`config.mk`:
```
export PLATFORM = sky130hd
export DESIGN_NAME = dmac_cfg_regs
export DESIGN_NICKNAME = d
export VERILOG_FILES = /design/src/rtl/dmac_cfg_pkg.sv /design/src/rtl/dmac_cfg_ch.sv /design/src/rtl/dmac_cfg_regs.sv
export SDC_FILE = /design/constraint.sdc
export NUM_CORES = 1
export LEC_CHECK = 0
export ABC_AREA = 1
export CORE_AREA = 2 2 210 212
export DETAILED_ROUTE_END_ITERATION = 8
export DIE_AREA = 0 0 212 214
export HOLD_SLACK_MARGIN = 0.06
export PLACE_DENSITY = 0.77
export SLEW_MARGIN = 20
export SYNTH_ARGS = -nofsm -noshare
export SYNTH_HDL_FRONTEND = slang
export SYNTH_SLANG_ARGS = --single-unit
```
`constraint.sdc`:
```
create_clock -name clk -period 11.8 [get_ports clk]
set_clock_uncertainty 0.2 [all_clocks]
set_input_delay 1.18 -clock clk [delete_from_list [all_inputs] [get_ports clk]]
set_output_delay 1.18 -clock clk [all_outputs]
set_load 0.01 [all_outputs]
```
`src/rtl/dmac_cfg_pkg.sv`:
```
// ---------------------------------------------------------------------------
// dmac_cfg_pkg
// Shared definitions for the DMAC configuration/status register file:
//   - register offsets (global and per-channel)
//   - STATUS / CMD bit positions
//   - ch_cfg_t: per-channel {src, dst, len} bundle handed to the engine
//   - helpers for channel-local offset decode and byte-lane merging
// ---------------------------------------------------------------------------
package dmac_cfg_pkg;

  // Global registers
  localparam int OFS_VERSION   = 'h000;
  localparam int OFS_IE        = 'h004;

  // Channel window: channel c lives at OFS_CH_BASE + c*OFS_CH_STRIDE
  localparam int CH_STRIDE_SH  = 5;
  localparam int OFS_CH_BASE   = 'h100;
  localparam int OFS_CH_STRIDE = 1 << CH_STRIDE_SH;

  // Offsets inside one channel window
  localparam int OFS_SRC       = 'h00;
  localparam int OFS_DST       = 'h04;
  localparam int OFS_LEN       = 'h08;
  localparam int OFS_CMD       = 'h0C;
  localparam int OFS_STATUS    = 'h10;

  // Bit positions
  localparam int CMD_START_BIT = 0;
  localparam int STAT_BUSY_BIT = 0;
  localparam int STAT_DONE_BIT = 1;

  // len is carried at full word width; the channel zero-extends its LEN_W field
  typedef struct packed {
    logic [31:0] src;
    logic [31:0] dst;
    logic [31:0] len;
  } ch_cfg_t;

  typedef enum logic [2:0] {
    REG_SRC,
    REG_DST,
    REG_LEN,
    REG_CMD,
    REG_STATUS,
    REG_NONE
  } ch_reg_e;

  // Map a channel-local byte offset to the register it selects
  function automatic ch_reg_e decode_ch_reg(input logic [CH_STRIDE_SH-1:0] ofs);
    case (ofs)
      CH_STRIDE_SH'(OFS_SRC):    return REG_SRC;
      CH_STRIDE_SH'(OFS_DST):    return REG_DST;
      CH_STRIDE_SH'(OFS_LEN):    return REG_LEN;
      CH_STRIDE_SH'(OFS_CMD):    return REG_CMD;
      CH_STRIDE_SH'(OFS_STATUS): return REG_STATUS;
      default:                   return REG_NONE;
    endcase
  endfunction

  // Replace only the byte lanes whose strobe is set
  function automatic logic [31:0] merge_bytes(input logic [31:0] old_val,
                                              input logic [31:0] new_val,
                                              input logic [3:0]  strb);
    logic [31:0] res;
    res = old_val;
    for (int b = 0; b < 4; b++) begin
      if (strb[b]) res[b*8 +: 8] = new_val[b*8 +: 8];
    end
    return res;
  endfunction

endpackage

```
`src/rtl/dmac_cfg_ch.sv`:
```
// ---------------------------------------------------------------------------
// dmac_cfg_ch
// One DMA channel's register set: SRC, DST, LEN plus busy/done tracking and
// the one-cycle start pulse. All access legality is decided by the parent;
// the strobes arriving here are already qualified, so this block just acts.
//
// Ports:
//   clk, rst_n     clock, asynchronous active-high reset
//   i_wr_src/dst/len  commit a write to the corresponding register
//   i_start        accepted start command (busy <= 1, start pulse next cycle)
//   i_w1c          clear done (loses to a simultaneous i_done)
//   i_done         completion pulse from the engine
//   i_wdata        write data, i_wstrb byte-lane enables
//   o_cfg          {src, dst, len} toward the engine
//   o_busy/o_done  status bits
//   o_start        registered start pulse
//   o_len_zero     LEN currently 0 (start must be refused)
// ---------------------------------------------------------------------------
module dmac_cfg_ch
  import dmac_cfg_pkg::*;
#(
  parameter int LEN_W = 16
) (
  input  logic        clk,
  input  logic        rst_n,
  input  logic        i_wr_src,
  input  logic        i_wr_dst,
  input  logic        i_wr_len,
  input  logic        i_start,
  input  logic        i_w1c,
  input  logic        i_done,
  input  logic [31:0] i_wdata,
  input  logic [3:0]  i_wstrb,
  output ch_cfg_t     o_cfg,
  output logic        o_busy,
  output logic        o_done,
  output logic        o_start,
  output logic        o_len_zero
);

  logic [31:0]      r_src;
  logic [31:0]      r_dst;
  logic [LEN_W-1:0] r_len;
  logic             r_busy;
  logic             r_done;
  logic             r_start;
  logic [LEN_W-1:0] w_len_merged;

  // LEN is narrower than a word, so merge per bit using the lane of each bit
  always_comb begin
    w_len_merged = r_len;
    for (int b = 0; b < LEN_W; b++) begin
      if (i_wstrb[b/8]) w_len_merged[b] = i_wdata[b];
    end
  end

  always_ff @(posedge clk or posedge rst_n) begin
    if (rst_n) begin
      r_src   <= '0;
      r_dst   <= '0;
      r_len   <= '0;
      r_busy  <= 1'b0;
      r_done  <= 1'b0;
      r_start <= 1'b0;
    end else begin
      if (i_wr_src) r_src <= merge_bytes(r_src, i_wdata, i_wstrb);
      if (i_wr_dst) r_dst <= merge_bytes(r_dst, i_wdata, i_wstrb);
      if (i_wr_len) r_len <= w_len_merged;

      r_start <= i_start;

      // A start is only ever accepted while idle; if a stray done arrives on
      // that same edge it cannot belong to the new transfer, so start wins.
      if (i_start)     r_busy <= 1'b1;
      else if (i_done) r_busy <= 1'b0;

      // Set beats clear so a completion is never lost to a racing W1C
      if (i_done)     r_done <= 1'b1;
      else if (i_w1c) r_done <= 1'b0;
    end
  end

  assign o_cfg      = {r_src, r_dst, 32'(r_len)};
  assign o_busy     = r_busy;
  assign o_done     = r_done;
  assign o_start    = r_start;
  assign o_len_zero = (r_len == '0);

endmodule

```
`src/rtl/dmac_cfg_regs.sv`:
```
// ---------------------------------------------------------------------------
// dmac_cfg_regs
// Multi-channel DMAC configuration/status register file with an APB3 slave.
// Holds APB decode, the registered read mux, the IE register and the level
// interrupt; per-channel state lives in N_CH dmac_cfg_ch instances.
//
// Build option: define DMAC_CFG_PSTRB_EN to add pstrb_i byte strobes.
//
// Ports:
//   clk, rst_n            clock, asynchronous active-high reset
//   psel_i .. pwdata_i    APB3 request (paddr_i[1:0] ignored)
//   pstrb_i               byte strobes (only with DMAC_CFG_PSTRB_EN)
//   pready_o              always 1 (zero wait states)
//   prdata_o, pslverr_o   registered in setup, valid in access phase
//   src_o/dst_o/len_o     flattened per-channel configuration
//   start_o               one-cycle start pulse per channel
//   done_i                one-cycle completion pulse per channel
//   irq_o                 registered |(done & IE)
// ---------------------------------------------------------------------------
module dmac_cfg_regs
  import dmac_cfg_pkg::*;
#(
  parameter int          N_CH    = 4,
  parameter int          ADDR_W  = 12,
  parameter int          LEN_W   = 16,
  parameter logic [31:0] VERSION = 32'h0002_0000
) (
  input  logic                  clk,
  input  logic                  rst_n,
  input  logic                  psel_i,
  input  logic                  penable_i,
  input  logic [ADDR_W-1:0]     paddr_i,
  input  logic                  pwrite_i,
  input  logic [31:0]           pwdata_i,
`ifdef DMAC_CFG_PSTRB_EN
  input  logic [3:0]            pstrb_i,
`endif
  output logic                  pready_o,
  output logic [31:0]           prdata_o,
  output logic                  pslverr_o,
  output logic [N_CH*32-1:0]    src_o,
  output logic [N_CH*32-1:0]    dst_o,
  output logic [N_CH*LEN_W-1:0] len_o,
  output logic [N_CH-1:0]       start_o,
  input  logic [N_CH-1:0]       done_i,
  output logic                  irq_o
);

  localparam int IDX_W = ADDR_W - CH_STRIDE_SH;

  logic [ADDR_W-1:0]     w_addr;
  logic [ADDR_W-1:0]     w_ch_off;
  logic [IDX_W-1:0]      w_ch_idx;
  logic                  w_in_ch;
  logic                  w_ch_ok;
  ch_reg_e               w_reg;
  logic [3:0]            w_strb;
  logic                  w_lane0;
  logic                  w_unused_addr;

  logic [N_CH-1:0]       w_hit;
  logic [N_CH-1:0]       w_busy;
  logic [N_CH-1:0]       w_done;
  logic [N_CH-1:0]       w_len_zero;
  ch_cfg_t [N_CH-1:0]    w_cfg;

  ch_cfg_t               w_sel_cfg;
  logic                  w_sel_busy;
  logic                  w_sel_done;
  logic                  w_sel_len_zero;

  logic                  w_err;
  logic                  w_wr_ie;
  logic                  w_wr_src;
  logic                  w_wr_dst;
  logic                  w_wr_len;
  logic                  w_do_start;
  logic                  w_do_w1c;
  logic [31:0]           w_rdata;
  logic                  w_setup;
  logic                  w_commit;

  logic [N_CH-1:0]       r_ie;
  logic                  r_irq;
  logic [31:0]           r_prdata;
  logic                  r_pslverr;

`ifdef DMAC_CFG_PSTRB_EN
  assign w_strb = pstrb_i;
`else
  assign w_strb = 4'hF;
`endif
  assign w_lane0 = w_strb[0];

  // ---------------- address decode ----------------
  assign w_addr        = {paddr_i[ADDR_W-1:2], 2'b00};
  assign w_unused_addr = ^paddr_i[1:0];
  assign w_in_ch       = (w_addr >= ADDR_W'(OFS_CH_BASE));
  assign w_ch_off      = w_addr - ADDR_W'(OFS_CH_BASE);
  assign w_ch_idx      = w_ch_off[ADDR_W-1:CH_STRIDE_SH];
  assign w_ch_ok       = w_in_ch && (w_ch_idx < IDX_W'(N_CH));
  assign w_reg         = decode_ch_reg(w_ch_off[CH_STRIDE_SH-1:0]);

  // Select the addressed channel's state (w_hit is one-hot or zero)
  always_comb begin
    w_sel_cfg      = '0;
    w_sel_busy     = 1'b0;
    w_sel_done     = 1'b0;
    w_sel_len_zero = 1'b0;
    for (int c = 0; c < N_CH; c++) begin
      if (w_hit[c]) begin
        w_sel_cfg      = w_cfg[c];
        w_sel_busy     = w_busy[c];
        w_sel_done     = w_done[c];
        w_sel_len_zero = w_len_zero[c];
      end
    end
  end

  // ---------------- access legality ----------------
  // Evaluated in both phases from current (pre-edge) state: the setup phase
  // registers it as pslverr, the access phase uses it to gate the commit.
  always_comb begin
    w_err      = 1'b0;
    w_wr_ie    = 1'b0;
    w_wr_src   = 1'b0;
    w_wr_dst   = 1'b0;
    w_wr_len   = 1'b0;
    w_do_start = 1'b0;
    w_do_w1c   = 1'b0;
    if (w_addr == ADDR_W'(OFS_VERSION)) begin
      w_err = pwrite_i;
    end else if (w_addr == ADDR_W'(OFS_IE)) begin
      w_wr_ie = pwrite_i;
    end else if (!w_ch_ok) begin
      w_err = 1'b1;
    end else if (pwrite_i) begin
      case (w_reg)
        REG_SRC, REG_DST, REG_LEN: begin
          if (w_sel_busy) begin
            w_err = 1'b1;
          end else begin
            w_wr_src = (w_reg == REG_SRC);
            w_wr_dst = (w_reg == REG_DST);
            w_wr_len = (w_reg == REG_LEN);
          end
        end
        REG_CMD: begin
          if (w_lane0 && pwdata_i[CMD_START_BIT]) begin
            if (w_sel_busy || w_sel_len_zero) w_err = 1'b1;
            else                              w_do_start = 1'b1;
          end
        end
        REG_STATUS: begin
          // busy is read-only; a write that only touches it is an error
          if (w_lane0) begin
            if (pwdata_i[STAT_DONE_BIT])      w_do_w1c = 1'b1;
            else if (pwdata_i[STAT_BUSY_BIT]) w_err    = 1'b1;
          end
        end
        default: w_err = 1'b1;
      endcase
    end else if (w_reg == REG_NONE) begin
      w_err = 1'b1;
    end
  end

  assign w_setup  = psel_i && !penable_i;
  assign w_commit = psel_i && penable_i && pwrite_i && !w_err;

  // ---------------- read mux ----------------
  always_comb begin
    w_rdata = '0;
    if (w_addr == ADDR_W'(OFS_VERSION)) begin
      w_rdata = VERSION;
    end else if (w_addr == ADDR_W'(OFS_IE)) begin
      w_rdata = 32'(r_ie);
    end else if (w_ch_ok) begin
      case (w_reg)
        REG_SRC: w_rdata = w_sel_cfg.src;
        REG_DST: w_rdata = w_sel_cfg.dst;
        REG_LEN: w_rdata = w_sel_cfg.len;
        REG_STATUS: begin
          w_rdata[STAT_BUSY_BIT] = w_sel_busy;
          w_rdata[STAT_DONE_BIT] = w_sel_done;
        end
        default: w_rdata = '0;
      endcase
    end
  end

  // ---------------- APB response, IE, irq ----------------
  always_ff @(posedge clk or posedge rst_n) begin
    if (rst_n) begin
      r_ie      <= '0;
      r_irq     <= 1'b0;
      r_prdata  <= '0;
      r_pslverr <= 1'b0;
    end else begin
      // Loaded in setup, held through access, then dropped back to 0
      if (w_setup) begin
        r_pslverr <= w_err;
        r_prdata  <= (w_err || pwrite_i) ? 32'h0 : w_rdata;
      end else begin
        r_pslverr <= 1'b0;
        r_prdata  <= '0;
      end
      if (w_commit && w_wr_ie && w_lane0) r_ie <= pwdata_i[N_CH-1:0];
      r_irq <= |(w_done & r_ie);
    end
  end

  // ---------------- channels ----------------
  for (genvar gi = 0; gi < N_CH; gi++) begin : g_ch
    assign w_hit[gi] = w_ch_ok && (w_ch_idx == IDX_W'(gi));

    dmac_cfg_ch #(
      .LEN_W (LEN_W)
    ) u_ch (
      .clk        (clk),
      .rst_n      (rst_n),
      .i_wr_src   (w_commit && w_hit[gi] && w_wr_src),
      .i_wr_dst   (w_commit && w_hit[gi] && w_wr_dst),
      .i_wr_len   (w_commit && w_hit[gi] && w_wr_len),
      .i_start    (w_commit && w_hit[gi] && w_do_start),
      .i_w1c      (w_commit && w_hit[gi] && w_do_w1c),
      .i_done     (done_i[gi]),
      .i_wdata    (pwdata_i),
      .i_wstrb    (w_strb),
      .o_cfg      (w_cfg[gi]),
      .o_busy     (w_busy[gi]),
      .o_done     (w_done[gi]),
      .o_start    (start_o[gi]),
      .o_len_zero (w_len_zero[gi])
    );

    assign src_o[gi*32 +: 32]       = w_cfg[gi].src;
    assign dst_o[gi*32 +: 32]       = w_cfg[gi].dst;
    assign len_o[gi*LEN_W +: LEN_W] = w_cfg[gi].len[LEN_W-1:0];
  end

  assign pready_o  = 1'b1;
  assign prdata_o  = r_prdata;
  assign pslverr_o = r_pslverr;
  assign irq_o     = r_irq;

endmodule

```
==> flow_summary_export.csv, run 1 <==
group,metric,value,unit
floorplan,start_util,46.9,%
worst_setup_path,cp_max_fo,63,
synth,synth_area,20100,um2
floorplan,dieWidth,212,um
worst_setup_path,crit_arrival,6000,ps
placed_design,dp_hpwl,56.0,mm
synth,async_flop_share,100,%
worst_setup_path,cp-endpoint,"g_ch[0].u_ch.r_dst[6]$_DFFE_PP0P_",
synth,yosys_warnings,0,
placed_design,pre_cts_ws,5760,ps
placed_design,dp_cells,3319,
routing,drtIter0Drc,2739,
sta,period_needed,5690,ps
sta,fin_crit_sh,48.2,%
clock_network,holdBufCountCts,0,
floorplan,die_h,214,um
sta,fmax,0.176,GHz
floorplan,io_pins,412,
global_route,grt_pass1_vias,19083,
power_and_ir_drop,peakVddDrop,81.4,uV
global_route,grt_pass1_wl,126,mm
routing,viasPerCell,6.04,
synth,yosysTopAreaCellShare,46.0,%
layout,nNetsFinal,2834,
clock_network,max-clock-path-buffers,3,
routing,dr.pass1.iters,5,
routing,wirelength,85.2,mm
power_and_ir_drop,powerDensity,104,nW/um2
sta,setup_tns,0,ps
hold_path,holdCritPathClass,"reg -> reg",
sta,worst_slack,6110,ps
layout,drive_above_1_share,4.38,%
run_status,status,"finished clean",
routing,ant_nets,0,
hold_path,min_from,"g_ch[2].u_ch.o_busy$_DFFE_PP0P_",
worst_setup_path,worst_r2r_endpoint,"g_ch[0].u_ch.r_dst[6]$_DFFE_PP0P_",
sta,maxSlewHeadroom,19.6,%
clock_network,cts_buffers,42,
sta,setup_viol,0,
clock_network,cts.clk_slew.worst_paths,60,ps
synth,ys_ff_latch,370,
synth,yosysMostFrequentCell,"nand2_1",
synth,synthesis.nets,2578,
sta,whs,301,ps
floorplan,rows,76,
routing,drc_errors,0,
clock_network,post_cts_buffers,0,
synth,synth_edf_count,0,
synth,synth-main-ff-cell,"dfrtp_1",
sta,slew_viol_final,0,
floorplan,design.die.area,45400,um2
sta,worst_pin_slew,1200,ps
worst_setup_path,cp.required,12100,ps
global_route,antenna_found_initial,3,
synth,synth_cells,2522,
worst_setup_path,critPathKind,"in -> reg",
global_route,grt_max_degree,130,
layout,finalCoreUtilization,59.7,%
layout,final_cells,3396,
worst_setup_path,crit_path_end_kind,"flip-flop",
sta,rsz0062_at_grt,"false",
synth,synth.area.top_cells,"dfrtp_1, o21bai_1, nand3_1, nand2_1, inv_1",
layout,fin_area,25600,um2
synth,synth.distinct_cells,41,
placed_design,port_buffers,408,
synth,avgSynthCellArea,7.98,um2
synth,synth_commonest_cells,"nand2_1, dfrtp_1, inv_1",
worst_setup_path,reg2reg_slack,8180,ps
routing,avgRoutedWirePerCell,25.1,um
global_route,grt.total_usage,36.9,%
run,max_cap_violations,0,
worst_setup_path,r2r-start,"g_ch[0].u_ch.r_len[15]$_DFFE_PP0P_",
clock_network,cts_max_level,2,
clock_network,cts_tree,"done",
power_and_ir_drop,p_leak,11.2,nW
layout,syn2layout_area_growth,27.2,%
worst_setup_path,worstSetupStartpoint,"paddr_i[8]",
clock_network,cts.sinks,370,
clock_network,cts_resized,0,
sta,finalHoldViolCount,0,
worst_setup_path,worst-r2r-cell-count,17,
clock_network,cts_root_buf,"clkbuf_16",
synth,synth_seq_area_share,46.0,%
layout,fillers,3813,
floorplan,coreArea,42900,um2
placed_design,gp_congestion,0.991,
synth,yosysTopAreaCell,"dfrtp_1",
placed_design,placed_area,24300,um2
worst_setup_path,startpoint_type,"primary input",
power_and_ir_drop,p_total,2.67,mW
clock_network,insertion_delay,570,ps
global_route,grt_overflow,0,
routing,via_count,20500,
-- flip-flops by register name, indices dropped and copies added, names as in the netlist --
| signal | cells |
|---|---|
| g_ch.u_ch.o_start | 4 |
| irq_o | 1 |
| g_ch.u_ch.o_busy | 4 |
| g_ch.u_ch.r_src | 128 |
| g_ch.u_ch.r_dst | 128 |
| g_ch.u_ch.o_done | 4 |
| prdata_o | 32 |
| r_ie | 4 |
| pslverr_o | 1 |
| g_ch.u_ch.r_len | 64 |
-- layout by cell type, fill, tap and decap left out, types with 17 or more instances in the layout --
cell type,synthesis,layout
buf_4,5,32
o221ai_1,24,24
clkbuf_16,0,43
o22ai_1,45,45
clkbuf_1,125,17
inv_1,369,366
o211ai_1,27,27
a221oi_1,21,21
nand4_1,24,24
clkdlybuf4s50_1,0,408
o21bai_1,324,324
a21oi_1,53,53
nor2_1,99,93
dfrtp_1,370,370
o21ai_0,105,105
nand3_1,342,341
nand2_1,401,400
-- critical path: stages --
cell and delay, ps:
clkdlybuf4s50_1 590, inv_2 100, ha_1 220, nand2_1 60, nand2_1 80, inv_2 80
nand4_1 260, nor2_4 190, buf_4 580, nand2_1 130, nand2_1 200, nand3_1 110
nand2_1 80, nand3_1 60, nand2_1 60, nand2_1 100, nand2_4 150, nand3_4 180
nor2_4 490, buf_4 720, nand3_1 150, nand2_1 120
-- worst min path at each step --
stage | end | slack [ps] | cells after the start
5_1_grt | g_ch[2].u_ch.o_busy$_DFFE_PP0P_ | 340 | 2
3_5_place_dp | g_ch[0].u_ch.o_busy$_DFFE_PP0P_ | 270 | 2
6_report | g_ch[2].u_ch.o_busy$_DFFE_PP0P_ | 300 | 2
4_1_cts | g_ch[1].u_ch.o_busy$_DFFE_PP0P_ | 310 | 2
2_1_floorplan | g_ch[1].u_ch.o_busy$_DFFE_PP0P_ | 250 | 2
3_3_place_gp | g_ch[0].u_ch.o_busy$_DFFE_PP0P_ | 270 | 2
-- power breakdown --
group / switching (mW) / internal [mW] / total (mW)
Clock: 0.543 / 0.736 / 1.28
Combinational: 0.0947 / 0.0271 / 0.122
Sequential: 0.0000869 / 1.27 / 1.27
Total: 0.638 / 2.03 / 2.67
-- layer usage --
layer	vias to the layer above	GRT usage (%)	routed length, um
li1	8856	-	-
met4	0	16.0	4100
met1	9907	53.1	33800
met3	219	11.0	11400
met2	1518	51.2	35900
met5	-	0	0
-- kinds of logic (layout without fill, tap and decap cells) --
| group | Yosys count | after routing | synth area share (%) |
|---|---|---|---|
| DFF | 370 | 370 | 46.0 |
| buffers and inverters | 608 | 895 | 12.0 |
| and+or+nand+nor | 897 | 897 | 19.7 |
| other | 1 | 3 | 0.0186 |
| adders and majority gates | 3 | 3 | 0.187 |
| AOI/OAI and AO/OA | 643 | 643 | 22.0 |
-- final cells by class --
cell class	instances	area, um2	share of cell area [%]
multi-input cells	1544	8500	33.2
inverters	377	1430	5.57
clock inverters	5	35.0	0.137
diodes	2	5.00	0.0195
flip-flops and latches	370	9260	36.2
well taps	585	732	2.86
clock buffers	70	1280	4.99
repair buffers	443	4370	17.1
Power figures use the tool's default switching activity.
==> inputs of run 2 (changes only) <==
==> constraint.sdc (replaced) <==
create_clock -name clk -period 4.8 [get_ports clk]
set_clock_uncertainty 0.2 [all_clocks]
set_input_delay 0.48 -clock clk [delete_from_list [all_inputs] [get_ports clk]]
set_output_delay 0.48 -clock clk [all_outputs]
set_load 0.01 [all_outputs]
==> run 2 against run 1 <==
Against the previous run:
- core utilization increased by 1.5 points
- global-route usage increased by 0.83 points
- via count increased by 0.99%
- total power increased to 2.7 times the previous value
- combinational power increased to 2.5 times the previous value
- critical path depth decreased by 4
- first-iteration DRC count decreased by 1.0%
- sequential share of layout area decreased by 0.88 points
- sequential cell count unchanged
- hold slack got worse by 33 ps
==> flow_summary_export.csv, run 2 (synthesis gave the netlist of run 1 again) <==
group,metric,value,unit
routing,avgRoutedWirePerCell,25.2,um
hold_path,holdCritPathClass,"in -> async",
power_and_ir_drop,swShare,22.8,%
routing,drc_errors,0,
layout,layout_commonest_cell,"clkdlybuf4s50_1",
worst_setup_path,cpMostUsedCell,"nand2_1",
clock_network,post_cts_buffers,0,
floorplan,rows,76,
sta,fin_crit_sh,78.1,%
floorplan,start_util,46.9,%
run_status,status,"finished clean",
routing,wirelength,86.3,mm
sta,whs,269,ps
clock_network,cts_buffers,42,
routing,viasPerCell,6.05,
clock_network,cts_tree,"done",
power_and_ir_drop,p_int,5.52,mW
layout,finalCoreUtilization,61.2,%
global_route,grt.total_usage,37.7,%
sta,rsz0062_at_grt,"false",
sta,maxSlewHeadroom,27.8,%
sta,slew_viol_final,0,
worst_setup_path,cp_max_fo,81,
clock_network,cts.clk_slew.worst_paths,70,ps
clock_network,cts_max_level,2,
routing,dr.pass1.iters,6,
layout,fillers,3719,
sta,worst_pin_slew,1080,ps
floorplan,coreArea,42900,um2
floorplan,design.die.area,45400,um2
clock_network,cts_root_buf,"clkbuf_16",
worst_setup_path,startpoint_type,"primary input",
power_and_ir_drop,pwr-share-comb,4.3,%
layout,top_regs,"g_ch.u_ch.r_dst (128), g_ch.u_ch.r_src (128), g_ch.u_ch.r_len (64)",
power_and_ir_drop,power_frac_seq,43.6,%
power_and_ir_drop,peakVddDrop,223,uV
global_route,grt_max_degree,162,
sta,fmax,0.267,GHz
floorplan,io_pins,412,
floorplan,dieWidth,212,um
clock_network,cts.sinks,370,
power_and_ir_drop,powerDensity,273,nW/um2
worst_setup_path,crit_path_top_delay_cell,"buf_4",
layout,final_cell_mix,"clkdlybuf4s50_1, nand2_1, dfrtp_1",
sta,period_needed,3750,ps
layout,syn2layout_area_growth,30.4,%
sta,finalHoldViolCount,0,
power_and_ir_drop,p_leak,11.5,nW
worst_setup_path,crit_arrival,4050,ps
power_and_ir_drop,p_sw,1.63,mW
routing,via_count,20702,
placed_design,gp_congestion,0.969,
sta,setup_viol,0,
worst_setup_path,slowest_delay,780,ps
global_route,grt_overflow,0,
global_route,grt_pass1_vias,19696,
floorplan,die_h,214,um
layout,nNetsFinal,2858,
global_route,grt_pass1_wl,129,mm
layout,drive_above_1_share,5.78,%
routing,drtIter0Drc,2711,
placed_design,dp_hpwl,56.9,mm
worst_setup_path,cp.required,5100,ps
global_route,antenna_found_initial,4,
worst_setup_path,critPathKind,"in -> reg",
routing,ant_nets,0,
placed_design,port_buffers,408,
clock_network,insertion_delay,580,ps
clock_network,max-clock-path-buffers,3,
run,max_cap_violations,0,
power_and_ir_drop,p_clk_share,52.1,%
worst_setup_path,crit_chain,"clkdlybuf4s50_1, inv_2, ha_1, nand2_1, nor2_1, nand4_1, o21ai_1, nand2_1, nand3_1, nand2_1, nand3_1, nand2_1, nand2_1, nand2_4, nand4_4, buf_4, o21bai_1, nand2_1",
worst_setup_path,crit_path_end_kind,"flip-flop",
clock_network,cts_resized,0,
clock_network,holdBufCountCts,0,
-- run 2: cell types whose count changed in the layout (fill, tap and decap cells not counted), sizes merged --
cell and delta:
buf +24, bufinv +9, clkinv +6, inv -2, clkinvlp +3, clkbuf -13
-- run 2: power by group through the flow --
stage               Sequential [mW]  Combinational, mW  Clock [mW]
floorplan                      3.18              0.146           0
global placement               3.18              0.295           0
detailed placement             3.18              0.297           0
CTS                            3.12              0.298        3.73
global route                   3.12              0.323        3.86
finish                         3.12              0.305        3.73
-- run 2: path summary, 6_finish.rpt --
check	from	endpoint	slack [ps]	depth (start not counted)
worst max-delay path	paddr_i[8]	g_ch[0].u_ch.r_len[9]$_DFFE_PP0P_	1050	18
worst min-delay path	rst_n	g_ch[3].u_ch.r_dst[6]$_DFFE_PP0P_	270	3
worst max register to register	g_ch[3].u_ch.r_len[14]$_DFFE_PP0P_	g_ch[0].u_ch.r_len[9]$_DFFE_PP0P_	1170	14
worst min register to register	g_ch[1].u_ch.o_busy$_DFFE_PP0P_	g_ch[1].u_ch.o_busy$_DFFE_PP0P_	290	2
max in group asynchronous	rst_n	g_ch[1].u_ch.r_src[31]$_DFFE_PP0P_	3300	3
min in group clk	done_i[3]	g_ch[3].u_ch.o_done$_DFFE_PP0P_	280	3
-- run 2: critical path: cells and delay by family --
family          cells  cell delay, ps
buf+inv             3            1440
simple gates       12            1340
compound gates      2             400
fa+ha+maj           1             330
-- run 2: area by class of cell --
| type | count | area, um2 | share of cell area (%) |
|---|---|---|---|
| Clock buffer | 57 | 1260 | 4.81 |
| Sequential cell | 370 | 9260 | 35.3 |
| Timing Repair Buffer | 467 | 4710 | 18.0 |
| Multi-Input combinational cell | 1544 | 8500 | 32.4 |
| Clock inverter | 21 | 342 | 1.30 |
| Antenna cell | 2 | 5.00 | 0.0191 |
| Inverter | 377 | 1420 | 5.43 |
| Tap cell | 585 | 732 | 2.79 |
-- run 2: layer usage --
layer / wire, um / GRT usage (%)
met1: 34000 / 53.4
met3: 11200 / 11.2
met2: 37200 / 53.9
met5: 0 / 0
met4: 3860 / 15.5
-- run 2: stage by stage --
step | std cells | setup slack, ps | TNS, ps | area, um2 | power [mW]
after floorplan | 2522 | -846 | -313080 | 20100 | 3.33
after global placement | 3343 | 584 | 0 | 24600 | 3.47
after detailed placement | 3343 | 607 | 0 | 24600 | 3.47
after CTS | 3421 | 1170 | 0 | 26200 | 7.15
after global routing | 3422 | 825 | 0 | 26200 | 7.30
final | 3423 | 1050 | 0 | 26200 | 7.15
